[config.mk]
export PLATFORM = sky130hd
export DESIGN_NAME = axi_lite_cmd_master
export DESIGN_NICKNAME = d
export VERILOG_FILES = /design/src/rtl/axi_lite_cmd_master.sv
export SDC_FILE = /design/constraint.sdc
export NUM_CORES = 1
export LEC_CHECK = 0
export CAP_MARGIN = 20
export CORE_ASPECT_RATIO = 0.75
export CORE_MARGIN = 10
export CORE_UTILIZATION = 39
export CTS_CLUSTER_SIZE = 28
export DETAILED_ROUTE_END_ITERATION = 8
export GPL_TIMING_DRIVEN = 0
export PLACE_DENSITY = 0.75
export RECOVER_POWER = 50
export SYNTH_ARGS = -nofsm -noshare
export SYNTH_HDL_FRONTEND = slang
export SYNTH_SLANG_ARGS = --single-unit
[constraint.sdc]
create_clock -name S_AXI_ACLK -period 1.7 [get_ports S_AXI_ACLK]
set_input_delay 0.255 -clock S_AXI_ACLK [delete_from_list [all_inputs] [get_ports S_AXI_ACLK]]
set_output_delay 0.255 -clock S_AXI_ACLK [all_outputs]
set_load 0.005 [all_outputs]
[src/rtl/axi_lite_cmd_master.sv]
// AXI4-Lite initiator: turns a write/read command stream into single AXI4-Lite
// transactions and returns each result on a response stream.
// Ports: cmd_* (command in, valid/ready), rsp_* (response out, valid/ready),
//        M_AXI_* (AXI4-Lite master), busy, txn_cntr / err_cntr (debug counters).
module axi_lite_cmd_master #(
    parameter int C_M_AXI_ADDR_WIDTH = 30,
    parameter int C_M_AXI_DATA_WIDTH = 32
) (
    input  logic                            S_AXI_ACLK,
    input  logic                            S_AXI_ARESETN,
    input  logic                            cmd_valid,
    output logic                            cmd_ready,
    input  logic                            cmd_write,
    input  logic [C_M_AXI_ADDR_WIDTH-1:0]   cmd_addr,
    input  logic [C_M_AXI_DATA_WIDTH-1:0]   cmd_wdata,
    input  logic [C_M_AXI_DATA_WIDTH/8-1:0] cmd_wstrb,
    output logic                            rsp_valid,
    input  logic                            rsp_ready,
    output logic                            rsp_write,
    output logic [C_M_AXI_DATA_WIDTH-1:0]   rsp_rdata,
    output logic [1:0]                      rsp_resp,
    output logic [C_M_AXI_ADDR_WIDTH-1:0]   M_AXI_AWADDR,
    output logic                            M_AXI_AWVALID,
    input  logic                            M_AXI_AWREADY,
    output logic [C_M_AXI_DATA_WIDTH-1:0]   M_AXI_WDATA,
    output logic [C_M_AXI_DATA_WIDTH/8-1:0] M_AXI_WSTRB,
    output logic                            M_AXI_WVALID,
    input  logic                            M_AXI_WREADY,
    input  logic [1:0]                      M_AXI_BRESP,
    input  logic                            M_AXI_BVALID,
    output logic                            M_AXI_BREADY,
    output logic [C_M_AXI_ADDR_WIDTH-1:0]   M_AXI_ARADDR,
    output logic                            M_AXI_ARVALID,
    input  logic                            M_AXI_ARREADY,
    input  logic [C_M_AXI_DATA_WIDTH-1:0]   M_AXI_RDATA,
    input  logic [1:0]                      M_AXI_RRESP,
    input  logic                            M_AXI_RVALID,
    output logic                            M_AXI_RREADY,
    output logic                            busy,
    output logic [31:0]                     txn_cntr,
    output logic [31:0]                     err_cntr
);

    typedef enum logic [2:0] {
        S_IDLE,
        S_WR_REQ,
        S_WR_RESP,
        S_RD_REQ,
        S_RD_DATA,
        S_RSP
    } state_e;

    localparam int AW = C_M_AXI_ADDR_WIDTH;
    localparam int DW = C_M_AXI_DATA_WIDTH;
    localparam int SW = C_M_AXI_DATA_WIDTH / 8;

    state_e          state_q, state_d;
    logic            write_q, write_d;
    logic [AW-1:0]   addr_q, addr_d;
    logic [DW-1:0]   wdata_q, wdata_d;
    logic [SW-1:0]   wstrb_q, wstrb_d;
    logic            aw_done_q, aw_done_d;
    logic            w_done_q, w_done_d;
    logic [DW-1:0]   rdata_q, rdata_d;
    logic [1:0]      resp_q, resp_d;
    logic [31:0]     txn_q, txn_d;
    logic [31:0]     err_q, err_d;

    always_ff @(posedge S_AXI_ACLK or negedge S_AXI_ARESETN) begin
        if (!S_AXI_ARESETN) begin
            state_q   <= S_IDLE;
            write_q   <= 1'b0;
            addr_q    <= '0;
            wdata_q   <= '0;
            wstrb_q   <= '0;
            aw_done_q <= 1'b0;
            w_done_q  <= 1'b0;
            rdata_q   <= '0;
            resp_q    <= 2'b00;
            txn_q     <= 32'd0;
            err_q     <= 32'd0;
        end else begin
            state_q   <= state_d;
            write_q   <= write_d;
            addr_q    <= addr_d;
            wdata_q   <= wdata_d;
            wstrb_q   <= wstrb_d;
            aw_done_q <= aw_done_d;
            w_done_q  <= w_done_d;
            rdata_q   <= rdata_d;
            resp_q    <= resp_d;
            txn_q     <= txn_d;
            err_q     <= err_d;
        end
    end

    always_comb begin
        state_d   = state_q;
        write_d   = write_q;
        addr_d    = addr_q;
        wdata_d   = wdata_q;
        wstrb_d   = wstrb_q;
        aw_done_d = aw_done_q;
        w_done_d  = w_done_q;
        rdata_d   = rdata_q;
        resp_d    = resp_q;
        txn_d     = txn_q;
        err_d     = err_q;
        unique case (state_q)
            S_IDLE: begin
                if (cmd_valid) begin
                    write_d = cmd_write;
                    addr_d  = cmd_addr;
                    wdata_d = cmd_write ? cmd_wdata : '0;
                    wstrb_d = cmd_write ? cmd_wstrb : '0;
                    state_d = cmd_write ? S_WR_REQ : S_RD_REQ;
                end
            end
            S_WR_REQ: begin
                // VALID is high exactly while the done flag is clear, so
                // READY alone marks the handshake.
                aw_done_d = aw_done_q | M_AXI_AWREADY;
                w_done_d  = w_done_q | M_AXI_WREADY;
                if (aw_done_d && w_done_d) begin
                    aw_done_d = 1'b0;
                    w_done_d  = 1'b0;
                    state_d   = S_WR_RESP;
                end
            end
            S_WR_RESP: begin
                if (M_AXI_BVALID) begin
                    resp_d  = M_AXI_BRESP;
                    rdata_d = '0;
                    state_d = S_RSP;
                end
            end
            S_RD_REQ: begin
                if (M_AXI_ARREADY) state_d = S_RD_DATA;
            end
            S_RD_DATA: begin
                if (M_AXI_RVALID) begin
                    rdata_d = M_AXI_RDATA;
                    resp_d  = M_AXI_RRESP;
                    state_d = S_RSP;
                end
            end
            S_RSP: begin
                if (rsp_ready) begin
                    txn_d = txn_q + 32'd1;
                    if (resp_q != 2'b00) err_d = err_q + 32'd1;
                    // Clearing the latched command parks the bus outputs at 0.
                    addr_d  = '0;
                    wdata_d = '0;
                    wstrb_d = '0;
                    state_d = S_IDLE;
                end
            end
            default: state_d = S_IDLE;
        endcase
    end

    assign cmd_ready     = (state_q == S_IDLE) && S_AXI_ARESETN;
    assign busy          = (state_q != S_IDLE);
    assign rsp_valid     = (state_q == S_RSP);
    assign rsp_write     = write_q;
    assign rsp_rdata     = rdata_q;
    assign rsp_resp      = resp_q;
    assign M_AXI_AWADDR  = write_q ? addr_q : '0;
    assign M_AXI_ARADDR  = write_q ? '0 : addr_q;
    assign M_AXI_WDATA   = wdata_q;
    assign M_AXI_WSTRB   = wstrb_q;
    assign M_AXI_AWVALID = (state_q == S_WR_REQ) && !aw_done_q;
    assign M_AXI_WVALID  = (state_q == S_WR_REQ) && !w_done_q;
    assign M_AXI_BREADY  = (state_q == S_WR_RESP);
    assign M_AXI_ARVALID = (state_q == S_RD_REQ);
    assign M_AXI_RREADY  = (state_q == S_RD_DATA);
    assign txn_cntr      = txn_q;
    assign err_cntr      = err_q;

endmodule

Word level (Yosys, flattened, before mapping)
Index checks and enable logic that the tools add are counted.
{"block": "word_totals", "ff_bits": 170, "input_bits": 112, "output_inout_bits": 203, "elab_cells": 72}
{"block": "op_classes", "add_sub_neg": 2, "n_eq_ne": 11, "n_mux": 29, "bitwise_logic": 2, "n_reduce_logical": 17}
{"operator": "32-bit 2-to-1 mux", "n": 5}
{"operator": "32-bit one-hot mux with 2 select lines", "n": 2}
{"operator": "30-bit 2-to-1 mux", "n": 4}
{"operator": "32-bit by 1-bit adder with 32-bit output, second input constant", "n": 2}
{"operator": "30-bit one-hot mux with 2 select lines", "n": 1}
{"operator": "3-bit 2-to-1 mux", "n": 6}
{"operator": "3-bit one-hot mux with 6 select lines", "n": 1}
{"operator": "4-bit 2-to-1 mux", "n": 3}
{"operator": "3-bit AND reduction", "n": 3}
{"operator": "2-bit != test, second input constant", "n": 4}
{"operator": "4-bit one-hot mux with 2 select lines", "n": 1}
{"operator": "3-bit by 2-bit == test with 1-bit output, second input constant", "n": 2}
{"operator": "3-bit == test, second input constant", "n": 2}
{"operator": "2-bit 2-to-1 mux", "n": 3}
{"operator": "6-bit AND reduction", "n": 1}
{"operator": "2-bit nonzero test", "n": 3}
{"operator": "1-bit logical AND", "n": 4}
{"operator": "2-bit by 1-bit != test with 1-bit output, second input constant", "n": 2}
{"operator": "2-bit one-hot mux with 2 select lines", "n": 1}
{"operator": "2-bit AND reduction", "n": 2}
{"operator": "3-bit by 1-bit == test with 1-bit output, second input constant", "n": 1}
{"operator": "3-bit zero test", "n": 1}
{"operator": "3-bit nonzero test", "n": 1}
{"operator": "1-bit zero test", "n": 2}
{"operator": "other kinds (2)", "n": 4}

Longest topological paths before layout
{"block": "depth", "ltp_word": 4, "depth_mapped": 7, "ltp_nobuf": 5}

Least setup slack after synthesis
Ideal clock, no wire load.
{"block": "synth_timing", "kind": "flip-flop to flip-flop", "from": "register state_q[2]", "to": "register resp_q[0] (netlist: rsp_resp[0])", "setup_time_ns": 0.125, "arrival_time_ns": 1.707, "t_required_ns": 1.575, "setup_slack_ns": -0.132, "stages_incl_launch_ff": 6, "path_buffers": 1, "synth_period_minus_slack_ns": 1.832, "cell_sequence": "dfrtp_1 > buf_4 > inv_1 > nor3_1 > mux2_2 > mux2_2"}
{"block": "synth_between", "elab_chain_cells": 3, "word_cells_on_any_way": 7, "cone_classes": "4 x eq/ne; 1 x mux; 2 x reduce/logical"}
{"item": "from (decl)", "line": "57", "rtl": "state_e state_q, state_d;"}
{"item": "from (signal assigned)", "line": "83", "rtl": "state_q <= state_d;"}
{"item": "3-bit == test *"}
{"item": "named net M_AXI_RREADY", "line": "38", "rtl": "output logic M_AXI_RREADY,"}
{"item": "2-bit != test (no source line) or 2-bit nonzero test (tied branches)"}
{"item": "3-bit AND reduction (no source line)"}
{"item": "to (signal assigned)", "line": "91", "rtl": "resp_q <= resp_d;"}
{"item": "to (decl)", "line": "65", "rtl": "logic [1:0] resp_q, resp_d;"}
The timed path passes the listed nets; every way through them passes the cells marked *.
A chain may end at the register's enable or synchronous reset.

Final worst setup path
{"block": "layout_timing", "from": "register state_q[2]", "to": "output port M_AXI_AWVALID"}
{"block": "layout_between", "elab_chain_cells": 2}
{"item": "3-bit by 1-bit == test with 1-bit output", "line": "172", "rtl": "assign M_AXI_AWVALID = (state_q == S_WR_REQ) && !aw_done_q;"}
{"item": "1-bit logical AND", "line": "172"}
{"item": "to (decl)", "line": "23", "rtl": "output logic M_AXI_AWVALID,"}
Every way passes these cells.

==> reports/qor.yml <==
power:
  vdd_drop_max_mv: 0.885
  pwr_density_cell_mw_per_mm2: 1620
  p_clk_share_pct: 18.7
  p_sw_share_pct: 33.8
  switching_power_mw: 7.52
  combPwrFrac_pct: 54.5
  p_seq_share_pct: 26.8
  p_leak_nw: 6.60
  p_int_mw: 14.7
synthesis:
  ys_warn_count: 0
  ys_seq_area_share_pct: 54.7
  ys_types: 40
  synth-main-ff-cell: "dfrtp_1"
  yosysTopAreaCell: "dfrtp_1"
  async_reset_ff_share_pct: 100
  yosysMostFrequentCell: "dfrtp_1"
  syn_avg_cell_area_um2: 10.6
  synthTopCellsByArea: "dfrtp_1 55%, mux2i_1 8.6%, xnor2_1 5.0%, nand2_1 4.2%, inv_1 3.6%"
  synth_top_area_share_pct: 54.7
  syn_inst: 735
  syn_nets: 849
  ys_ff_latch: 170
  synth_edf_count: 0
  netlist_top_cells_count: "170 x dfrtp_1, 87 x nand2_1, 75 x inv_1"
  syn_area_mm2: 0.00778
hold_path:
  hold_class: "in -> async"
sta:
  setup_ws_ps: -169
  rsz0062_at_grt: "true"
  hold_ws_ps: -212
  min_period_ps: 1870
  slew_headroom_pct: 41.7
  setup_viol: 152
  fmax_mhz: 535
  worst_slew_pin_slew_ps: 875
  hold_viol: 77
  fin_crit_sh_pct: 110
  slew_viol_final: 0
  fin_skew_ps: 10.1
layout:
  finalNetCount: 1285
  layout-drive-gt1-share_pct: 31.5
  n_fill_cell: 1396
  final_util_pct: 70.6
  area_growth_pct: 76.9
  design_area_mm2: 0.0138
  diodes: 0
place:
  dpl_cell_area_mm2: 0.0113
  hpwl_um: 19300
  place_ws_ps: -799
  gp_congestion: 0.796
  portBuffers: 314
clocking:
  cts_tree: "built"
  cts_buffers: 17
  cts_root_buf: "clkbuf_16"
  clkLatencyLatePin_ps: 430
  clk_pin_slew_ps: 70
  clk_path_buf_depth: 2
  htreeDepth: 4
  clock-sinks: 170
job:
  maxCapViolations: 0
routing:
  drc: 0
  ant_nets: 0
  drtIter0Drc: 331
  first_pass_iters: 4
  wirelength_um: 29400
  via_per_inst: 5.02
  num_vias: 7203
  post_drt_wl_per_cell_um: 20.5
die:
  die_w_um: 183
  io_pins: 315
  dieArea_mm2: 0.0261
  core_mm2: 0.0195
  placementRows: 44
  start_util_pct: 39.9
  die_h_um: 142
status:
  violations: "hold timing, setup timing"
  status: "complete, but fails checks"
worst_setup_path:
  path_class: "reg -> out"
  startpoint: "state_q[2]$_DFFE_PN0P_"
  end_kind: "primary output"
  reg2reg_depth: 5
  cp.arrival_ps: 1610
  ff2ff_setup_slack_ps: -140
  r2r-end: "state_q[1]$_DFFE_PN0P_"
  crit_required_ps: 1440
  cp-start-kind: "flip-flop"
  r2r_start: "state_q[2]$_DFFE_PN0P_"
  worstPathMaxFanout: 7
global_routing:
  grt_overflow: 0
  antenna_found_initial: 0
  grt_max_degree: 94
  grt_pass1_wl_um: 42400
  first_global_vias: 7414
  grt.total_usage_pct: 20.7
state kept, by name, summed over array words and instances (netlist names):
register	flops
w_done_q	1
txn_cntr	32
rsp_write	1
M_AXI_WDATA	32
M_AXI_WSTRB	4
rsp_resp	2
rsp_rdata	32
state_q	3
aw_done_q	1
addr_q	30
err_cntr	32
repair_timing:
action | CTS | global route
setup endpoints to repair | 230 | 212
endpoints found under the hold margin | 77 | 77
pin swaps | 36 | 27
setup buffers | 54 | 36
gates resized for setup | 471 | 137
gates cloned | 6 | 11
critical path, cell delays in order, from the launching register on:
cell        delay, ps
dfrtp_1           400
buf_6             150
clkinvlp_4        110
nand3b_1          160
buf_4             180
nor2_1             70
buf_2             130
through the flow:
| stage | TNS (ps) | cells | total power, mW |
|---|---|---|---|
| global placement | -1262980 | 1302 | 14.2 |
| finish | -7520 | 1436 | 22.2 |
| CTS | -5260 | 1391 | 20.5 |
| floorplan | -1280 | 735 | 9.84 |
| global route | -19890 | 1436 | 23.4 |
| detailed placement | -101300 | 1303 | 14.4 |
power groups by stage:
stage / Combinational [mW] / Clock, mW / Sequential, mW
6_report: 12.1 / 4.15 / 5.97
5_1_grt: 12.9 / 4.39 / 6.09
4_1_cts: 10.4 / 4.22 / 5.88
3_5_place_dp: 8.46 / 0 / 5.95
3_3_place_gp: 8.31 / 0 / 5.94
2_1_floorplan: 3.91 / 0 / 5.93
logic make-up (layout without fill, tap and decap cells):
| group | after synthesis | count (layout) | share of synthesized area (%) |
|---|---|---|---|
| AOI/OAI and AO/OA | 44 | 45 | 4.57 |
| xor gates and xnor gates | 62 | 62 | 6.98 |
| adders and majority gates | 2 | 2 | 0.322 |
| buffers and inverters | 114 | 561 | 5.89 |
| DFF | 170 | 170 | 54.7 |
| muxes | 75 | 75 | 9.78 |
| and+or+nand+nor | 268 | 268 | 17.8 |
cell usage in the layout, fill, tap and decap left out, drive strengths merged, types with 3 or more instances in the layout:
| cell | netlist | routed |
|---|---|---|
| clkdlybuf4s50 | 0 | 235 |
| buf | 16 | 188 |
| dfrtp | 170 | 170 |
| nand2 | 87 | 87 |
| inv | 75 | 79 |
| mux2i | 67 | 67 |
| nor2 | 45 | 45 |
| xnor2 | 44 | 44 |
| clkbuf | 23 | 41 |
| and2 | 34 | 34 |
| a22o | 32 | 32 |
| nand4 | 22 | 22 |
| nand3 | 22 | 22 |
| xor2 | 18 | 18 |
| nor3 | 12 | 12 |
| and3 | 9 | 9 |
| nor4 | 9 | 9 |
| and4 | 9 | 9 |
| mux2 | 8 | 8 |
| a21oi | 6 | 6 |
| dlygate4sd2 | 0 | 5 |
| nand3b | 4 | 4 |
| dlymetal6s2s | 0 | 4 |
| nor3b | 4 | 4 |
| clkinvlp | 0 | 3 |
| bufinv | 0 | 3 |
| clkinv | 0 | 3 |
| o21ai | 2 | 3 |
per-layer routing:
layer	track usage, %	vias to the layer above	routed length (um)	part of all wire [%]
met5	0	-	0	0
met2	34.5	297	14500	49
met3	9.03	25	2840	9.6
met1	24.3	3564	11700	40
li1	-	3317	-	-
met4	4.39	0	378	1.3
how the worst max path moves through the flow:
stage                                        endpoint  slack [ps]  cells past startpoint
final                                   M_AXI_AWVALID        -170                      6
after global routing         err_cntr[31]$_DFFE_PN0P_        -240                      5
after CTS                                M_AXI_WVALID        -130                      5
after detailed placement  M_AXI_WDATA[31]$_DFFE_PN0P_        -800                      7
after global placement         addr_q[15]$_DFFE_PN0P_       -6860                      1
after floorplan           M_AXI_WDATA[23]$_DFFE_PN0P_         -30                      7
area by class of cell:
class / instances / area, um^2 / share of cell area, %
inverter: 75 / 288 / 2.09
multi-input combinational: 452 / 3710 / 27.0
buffer: 35 / 473 / 3.44
tap: 253 / 317 / 2.30
timing repair buffer: 420 / 4080 / 29.6
clock buffer: 18 / 439 / 3.19
sequential: 170 / 4280 / 31.1
clock inverter: 13 / 183 / 1.33
Power figures use the tool's default switching activity.
